==> config.mk <==
export PLATFORM = sky130hd
export DESIGN_NAME = game_dialog_ctrl_flat
export DESIGN_NICKNAME = d
export VERILOG_FILES = /design/src/rtl/game_pkg.sv /design/src/rtl/game_dialog_ctrl_if.sv /design/src/rtl/key_edge.sv /design/src/rtl/game_dialog_ctrl.sv /design/src/flat_wrapper.sv
export SDC_FILE = /design/constraint.sdc
export NUM_CORES = 1
export LEC_CHECK = 0
export ABC_AREA = 1
export ABC_CLOCK_PERIOD_IN_PS = 1900
export BUFFER_PORTS_ARGS = -buffer_cell sky130_fd_sc_hd__buf_2
export CAP_MARGIN = 25
export CORE_MARGIN = 4
export CORE_UTILIZATION = 52
export CTS_CLUSTER_DIAMETER = 120
export DETAILED_ROUTE_END_ITERATION = 16
export PLACE_DENSITY = 0.88
export SYNTH_ARGS = -nofsm -noshare
export SYNTH_HDL_FRONTEND = slang
export SYNTH_SLANG_ARGS = --single-unit
==> constraint.sdc <==
create_clock -name clk -period 1.9 [get_ports clk]
set_clock_uncertainty 0.2 [all_clocks]
set_input_delay 0 -clock clk [delete_from_list [all_inputs] [get_ports clk]]
set_output_delay 0 -clock clk [all_outputs]
set_load 0.01 [all_outputs]
==> src/rtl/game_pkg.sv <==
// Shared dialog constants: contact colour codes, keypad codes, speaker and dialog-state enums.
// Latency: n/a (declarations only); backpressure: n/a.
package game_pkg;

    localparam logic [11:0] CONTACT_WOMAN  = 12'h00F;
    localparam logic [11:0] CONTACT_WIZARD = 12'h0FF;
    localparam logic [11:0] CONTACT_DOOR   = 12'hFF0;

    localparam logic [3:0] KEY_NONE    = 4'hF;
    localparam logic [3:0] KEY_1       = 4'h1;
    localparam logic [3:0] KEY_ACCEPT  = KEY_1;
    localparam logic [3:0] KEY_DECLINE = 4'h2;
    localparam logic [3:0] KEY_NEXT    = 4'hA;

    typedef enum logic [1:0] {
        SPK_NONE   = 2'd0,
        SPK_WOMAN  = 2'd1,
        SPK_WIZARD = 2'd2,
        SPK_DOOR   = 2'd3
    } speaker_t;

    typedef enum logic [1:0] {
        IDLE   = 2'd0,
        TALK   = 2'd1,
        CHOICE = 2'd2,
        CLOSE  = 2'd3
    } dlg_state_t;

    function automatic speaker_t decode_contact(input logic [11:0] code);
        case (code)
            CONTACT_WOMAN:  return SPK_WOMAN;
            CONTACT_WIZARD: return SPK_WIZARD;
            CONTACT_DOOR:   return SPK_DOOR;
            default:        return SPK_NONE;
        endcase
    endfunction

    // SPK_NONE maps to a code no real pixel colour is compared against while a speaker is latched.
    function automatic logic [11:0] speaker_code(input speaker_t spk);
        case (spk)
            SPK_WOMAN:  return CONTACT_WOMAN;
            SPK_WIZARD: return CONTACT_WIZARD;
            SPK_DOOR:   return CONTACT_DOOR;
            default:    return 12'h000;
        endcase
    endfunction

endpackage

==> src/rtl/game_dialog_ctrl_if.sv <==
// Bundle of the dialog controller's keypad/contact inputs and renderer/quest outputs.
// Latency: n/a (wiring only); backpressure: none.
interface game_dialog_ctrl_if import game_pkg::*; ();

    logic [3:0]  key;
    logic        frame_tick;
    logic [11:0] contact;
    logic        dialog_active;
    speaker_t    speaker;
    logic [2:0]  page;
    logic        text_bank;
    logic        choice;
    logic        refused;
    logic        item;
    logic        door;

    modport master (
        output key, frame_tick, contact,
        input  dialog_active, speaker, page, text_bank, choice, refused, item, door
    );

    modport slave (
        input  key, frame_tick, contact,
        output dialog_active, speaker, page, text_bank, choice, refused, item, door
    );

endinterface

==> src/rtl/key_edge.sv <==
// Keypad press detector: one press per key-down, holding a key never repeats.
// Latency: press is combinational from key against the registered previous key; backpressure: none.
module key_edge import game_pkg::*; (
    input  logic       clk,
    input  logic       rst,
    input  logic [3:0] key,
    output logic       press,
    output logic [3:0] press_code
);

    logic [3:0] key_prev;

    always_ff @(posedge clk or negedge rst) begin
        if (!rst) key_prev <= KEY_NONE;
        else      key_prev <= key;
    end

    assign press      = (key != KEY_NONE) && (key_prev == KEY_NONE);
    assign press_code = key;

endmodule

==> src/rtl/game_dialog_ctrl.sv <==
// Dialog sequencer: contact opens a paged dialog, keypad advances it, final choice sets quest flags.
// Latency: input sampled in cycle N shows on the registered outputs in N+1; backpressure: none.
module game_dialog_ctrl import game_pkg::*; #(
    parameter int PAGES_WOMAN    = 2,
    parameter int PAGES_WIZARD   = 3,
    parameter int PAGES_DOOR     = 1,
    parameter int TIMEOUT_FRAMES = 600
) (
    input  logic               clk,
    input  logic               rst,
    game_dialog_ctrl_if.slave  bus
);

    dlg_state_t state_q, state_d;
    speaker_t   spk_q, spk_d;
    logic [2:0] page_q, page_d;
    logic [9:0] tcnt_q, tcnt_d;
    logic       item_q, item_d;
    logic       door_q, door_d;
    logic       refused_q, refused_d;
    logic       active_q, choice_q, bank_q;

    logic       press;
    logic [3:0] press_code;
    speaker_t   contact_spk;
    logic       contact_held;

    key_edge u_key_edge (
        .clk        (clk),
        .rst        (rst),
        .key        (bus.key),
        .press      (press),
        .press_code (press_code)
    );

    function automatic logic [2:0] last_page(input speaker_t spk);
        case (spk)
            SPK_WOMAN:  return 3'(PAGES_WOMAN - 1);
            SPK_WIZARD: return 3'(PAGES_WIZARD - 1);
            SPK_DOOR:   return 3'(PAGES_DOOR - 1);
            default:    return 3'd0;
        endcase
    endfunction

    assign contact_spk  = decode_contact(bus.contact);
    assign contact_held = (bus.contact == speaker_code(spk_q));

    // Within an open dialog: contact loss beats a press, which beats the timeout.
    always_comb begin
        state_d   = state_q;
        spk_d     = spk_q;
        page_d    = page_q;
        tcnt_d    = tcnt_q;
        item_d    = item_q;
        door_d    = door_q;
        refused_d = 1'b0;
        case (state_q)
            IDLE: begin
                if (contact_spk != SPK_NONE) begin
                    spk_d   = contact_spk;
                    page_d  = 3'd0;
                    tcnt_d  = 10'd0;
                    state_d = (last_page(contact_spk) == 3'd0) ? CHOICE : TALK;
                end
            end
            TALK, CHOICE: begin
                if (!contact_held) begin
                    state_d = IDLE;
                    spk_d   = SPK_NONE;
                end else if (press) begin
                    tcnt_d = 10'd0;
                    if (state_q == TALK) begin
                        if (press_code == KEY_NEXT) begin
                            page_d = page_q + 3'd1;
                            if (page_q + 3'd1 == last_page(spk_q)) state_d = CHOICE;
                        end
                    end else if (press_code == KEY_ACCEPT) begin
                        if (spk_q == SPK_WIZARD) item_d = 1'b1;
                        if (spk_q == SPK_DOOR) begin
                            if (item_q) door_d    = 1'b1;
                            else        refused_d = 1'b1;
                        end
                        state_d = CLOSE;
                    end else if (press_code == KEY_DECLINE) begin
                        state_d = CLOSE;
                    end
                end else if (tcnt_q >= 10'(TIMEOUT_FRAMES)) begin
                    state_d = CLOSE;
                end else if (bus.frame_tick && (tcnt_q != 10'h3FF)) begin
                    tcnt_d = tcnt_q + 10'd1;
                end
            end
            CLOSE: begin
                if (!contact_held) begin
                    state_d = IDLE;
                    spk_d   = SPK_NONE;
                end
            end
            default: state_d = IDLE;
        endcase
    end

    always_ff @(posedge clk or negedge rst) begin
        if (!rst) begin
            state_q   <= IDLE;
            spk_q     <= SPK_NONE;
            page_q    <= 3'd0;
            tcnt_q    <= 10'd0;
            item_q    <= 1'b0;
            door_q    <= 1'b0;
            refused_q <= 1'b0;
            active_q  <= 1'b0;
            choice_q  <= 1'b0;
            bank_q    <= 1'b0;
        end else begin
            state_q   <= state_d;
            spk_q     <= spk_d;
            page_q    <= page_d;
            tcnt_q    <= tcnt_d;
            item_q    <= item_d;
            door_q    <= door_d;
            refused_q <= refused_d;
            active_q  <= (state_d == TALK) || (state_d == CHOICE);
            choice_q  <= (state_d == CHOICE);
            bank_q    <= (spk_d == SPK_WIZARD);
        end
    end

    assign bus.dialog_active = active_q;
    assign bus.speaker       = spk_q;
    assign bus.page          = page_q;
    assign bus.text_bank     = bank_q;
    assign bus.choice        = choice_q;
    assign bus.refused       = refused_q;
    assign bus.item          = item_q;
    assign bus.door          = door_q;

endmodule

==> src/flat_wrapper.sv <==
// flat-port wrapper written by rule: the top's interface ports become plain ports
module game_dialog_ctrl_flat import game_pkg::*;
#(
    parameter int PAGES_WOMAN    = 2,
    parameter int PAGES_WIZARD   = 3,
    parameter int PAGES_DOOR     = 1,
    parameter int TIMEOUT_FRAMES = 600
)
  (clk, rst, bus_key, bus_frame_tick, bus_contact, bus_dialog_active, bus_speaker, bus_page, bus_text_bank, bus_choice, bus_refused, bus_item, bus_door);
  game_dialog_ctrl_if bus_i ();
  input  logic clk;
  input  logic rst;
  input wire logic [$bits(bus_i.key)-1:0] bus_key;
  input wire logic [$bits(bus_i.frame_tick)-1:0] bus_frame_tick;
  input wire logic [$bits(bus_i.contact)-1:0] bus_contact;
  output wire logic [$bits(bus_i.dialog_active)-1:0] bus_dialog_active;
  output wire logic [$bits(bus_i.speaker)-1:0] bus_speaker;
  output wire logic [$bits(bus_i.page)-1:0] bus_page;
  output wire logic [$bits(bus_i.text_bank)-1:0] bus_text_bank;
  output wire logic [$bits(bus_i.choice)-1:0] bus_choice;
  output wire logic [$bits(bus_i.refused)-1:0] bus_refused;
  output wire logic [$bits(bus_i.item)-1:0] bus_item;
  output wire logic [$bits(bus_i.door)-1:0] bus_door;
  assign bus_i.key = bus_key;
  assign bus_i.frame_tick = bus_frame_tick;
  assign bus_i.contact = bus_contact;
  assign bus_dialog_active = bus_i.dialog_active;
  assign bus_speaker = bus_i.speaker;
  assign bus_page = bus_i.page;
  assign bus_text_bank = bus_i.text_bank;
  assign bus_choice = bus_i.choice;
  assign bus_refused = bus_i.refused;
  assign bus_item = bus_i.item;
  assign bus_door = bus_i.door;
  game_dialog_ctrl #(.PAGES_WOMAN(PAGES_WOMAN), .PAGES_WIZARD(PAGES_WIZARD), .PAGES_DOOR(PAGES_DOOR), .TIMEOUT_FRAMES(TIMEOUT_FRAMES)) u_core (.clk(clk), .rst(rst), .bus(bus_i));
endmodule
==> flow_summary.json <==
{
  "cp.arrival_ns": 2.09,
  "antenna_found_initial": 0,
  "worstSkewPairLatency_ns": 0.28,
  "diodes": 0,
  "timing.rr.start": "u_core.bus.page[1]",
  "instances_no_fill": 391,
  "syn_avg_cell_area_sq_um": 7.182,
  "critPathLaunchType": "register",
  "r2r_setup_slack_ns": -0.17,
  "period_minus_slack_ns": 2.069,
  "hpwl_um": 3570,
  "cellPowerDensity_nw_per_um2": 665.3,
  "p_clk_frac": 0.199,
  "drt_pre_antenna_iters": 7,
  "min_period_over_period": 1.089,
  "ys_ff_latch": 27,
  "initial_utilization": 0.5431,
  "drc": 0,
  "nFillCells": 315,
  "core-area_sq_um": 3716,
  "setup_tns_ns": -0.6458,
  "path_max_fanout": 3,
  "syn_inst": 281,
  "p_sw_uw": 591.5,
  "placed_cell_area_sq_um": 2362,
  "synth_cell_types": 35,
  "clk_pin_slew_ns": 0.10,
  "drtIter0Drc": 227,
  "synth_edf_count": 0,
  "rsz0062_at_grt": "yes",
  "hp-class": "in -> async",
  "leakage_nw": 1.359,
  "grt_pass1_wl_um": 8190,
  "path_class": "reg -> reg",
  "slew_violations": 0,
  "rr_endpoint": "u_core.bus.dialog_active",
  "dieHeight_um": 70.30,
  "ir_drop_uv": 504.4,
  "syn_to_final_growth_pct": 26.60,
  "swShare": 0.3480,
  "p_seq_frac": 0.393,
  "final_area_sq_um": 2555,
  "layout-drive-gt1-share": 0.2828,
  "ys_warn_count": 0,
  "slew_headroom": 0.6113,
  "rr_worst_depth": 13,
  "grt-ovfl-total": 0,
  "ios": 30,
  "violations": "negative setup slack",
  "cts.htree.levels": 1,
  "clock-sinks": 27,
  "place_inst": 375,
  "fin_ws_ns": -0.1693,
  "async_reset_ff_frac": 1.000,
  "cp_data_required_time_ns": 1.92,
  "vias": 2121,
  "cts_tree": "built",
  "fmax_mhz": 483.3,
  "core.rowCount": 22,
  "die_x_um": 70.30,
  "cts_made_buffers": 3,
  "cap_violations": 0,
  "synthesis.area_sq_um": 2018,
  "grt_max_degree": 28,
  "vias_per_cell": 5.425,
  "cts_buffer_depth": 2,
  "grt_pass1_vias": 2023,
  "utilization": 0.6875,
  "root_buffer": "clkbuf_8",
  "crit_path_end_kind": "register",
  "final_cell_mix": "nand2_1, inv_1, buf_2, buf_4",
  "syn-num-nets": 315,
  "wl_per_cell_um": 12.49,
  "gp_congestion": 0.8932,
  "hold_viol": 0,
  "nets": 378,
  "dieArea_sq_um": 4942,
  "portBuffers": 29,
  "worst_pin_slew_ns": 0.5831,
  "comb_power_share": 0.408,
  "track_usage": 0.1991,
  "intPower_mw": 1.108,
  "drtAntennaViolNets": 0,
  "ys.flop_type": "dfrtp_1",
  "yosysSeqAreaShare": 0.3373,
  "routed_wl_um": 4885,
  "status": "finished with violations",
  "setup_viol": 15,
  "final_common_cell": "nand2_1"
}
[kinds of logic (layout without fill, tap and decap cells)]
logic type / after synthesis / in the layout / share of synthesized area
compound gates: 17 / 17 / 0.05332
xor+xnor: 4 / 4 / 0.01736
fa+ha+maj: 15 / 15 / 0.09299
buf+inv: 43 / 105 / 0.09175
flops: 27 / 27 / 0.3373
simple gates: 175 / 175 / 0.4073
[synth_stat cells, types with 2 or more instances]
master,number,share of area
dfstp_2,4,0.052
o21ai_0,7,0.017
and3_1,2,0.0062
inv_1,36,0.067
or2_2,3,0.0093
a21oi_1,4,0.0099
nor2_1,23,0.043
nand3_1,18,0.045
buf_6,2,0.011
dfrtp_1,23,0.29
nand2_1,88,0.16
ha_1,15,0.093
nand4_1,18,0.056
o21bai_1,3,0.011
nor2_2,4,0.012
nor3_1,7,0.017
nor4_1,2,0.0062
nand3b_1,2,0.0074
xor2_1,3,0.013
nand2_2,2,0.0062
[registers in the layout (all words and copies together), names as in the netlist]
register and flops:
u_core.bus.choice 1, u_core.bus.dialog_active 1, u_core.bus.door 1, u_core.bus.item 1, u_core.bus.page 3, u_core.bus.refused 1
u_core.bus.speaker 2, u_core.bus.text_bank 1, u_core.state_q 2, u_core.tcnt_q 10, u_core.u_key_edge.key_prev 4
[what timing repair did]
| item | CTS | global route |
|---|---|---|
| endpoints found under the setup margin | 8 | 20 |
| resized for setup | 7 | 7 |
| pin swaps | 2 | 12 |
| buffers inserted | 4 | 3 |
| hold buffers | 5 | 0 |
| endpoints found under the hold margin | 34 | 0 |
[final cells by class]
class | instances | area [sq um] | area share
clock buffers | 4 | 45.04 | 0.01763
inverters | 37 | 138.9 | 0.05436
multi-input cells | 211 | 1196 | 0.4682
flip-flops and latches | 27 | 681.9 | 0.2669
well taps | 48 | 60.06 | 0.02351
repair buffers | 64 | 432.9 | 0.1694
[power by group through the flow]
stage | clock network [mW] | logic (mW) | registers, mW
finish | 0.338 | 0.694 | 0.668
CTS | 0.339 | 0.656 | 0.665
detailed placement | 0 | 0.589 | 0.667
floorplan | 0 | 0.316 | 0.685
global route | 0.363 | 0.768 | 0.675
global placement | 0 | 0.570 | 0.665
[how the worst max path moves through the flow]
stage                          start                       end  slack [ns]  cells past startpoint
3_3_place_gp   u_core.bus.speaker[1]  u_core.bus.dialog_active       -0.06                     11
3_5_place_dp   u_core.bus.speaker[1]  u_core.bus.dialog_active       -0.17                     12
6_report          u_core.bus.page[1]  u_core.bus.dialog_active       -0.17                     13
5_1_grt        u_core.bus.speaker[0]  u_core.bus.dialog_active       -0.34                     14
4_1_cts        u_core.bus.speaker[1]  u_core.bus.dialog_active       -0.13                     12
2_1_floorplan  u_core.bus.speaker[1]  u_core.bus.dialog_active       -0.02                     11
[critical path, stage by stage (launching register included)]
cell	delay, ns
dfrtp_1	0.42
ha_4	0.30
inv_2	0.03
nand2_1	0.05
nand3_1	0.07
nor2_1	0.10
nand3_1	0.10
nand2_1	0.10
nand2_1	0.06
nand2_1	0.07
nand2_2	0.07
a21oi_2	0.14
ha_1	0.23
inv_1	0.05
[metal layers]
metal	GRT usage	routed length [um]	up-vias
li1	-	-	1028
met1	0.2352	1983	970
met2	0.3493	2453	101
met3	0.02446	276	22
met4	0.1021	171	0
met5	0	0	-
[per-stage QoR]
stage	hold WS [ns]	total power [mW]	worst slack [ns]
floorplan	-0.4956	1.001	-0.02215
global placement	-0.1724	1.235	-0.05912
detailed placement	-0.1646	1.256	-0.1733
CTS	0.06552	1.660	-0.1276
global route	0.1216	1.807	-0.3372
finish	0.04312	1.700	-0.1693
Note: power is estimated with default switching activity, not from simulation.
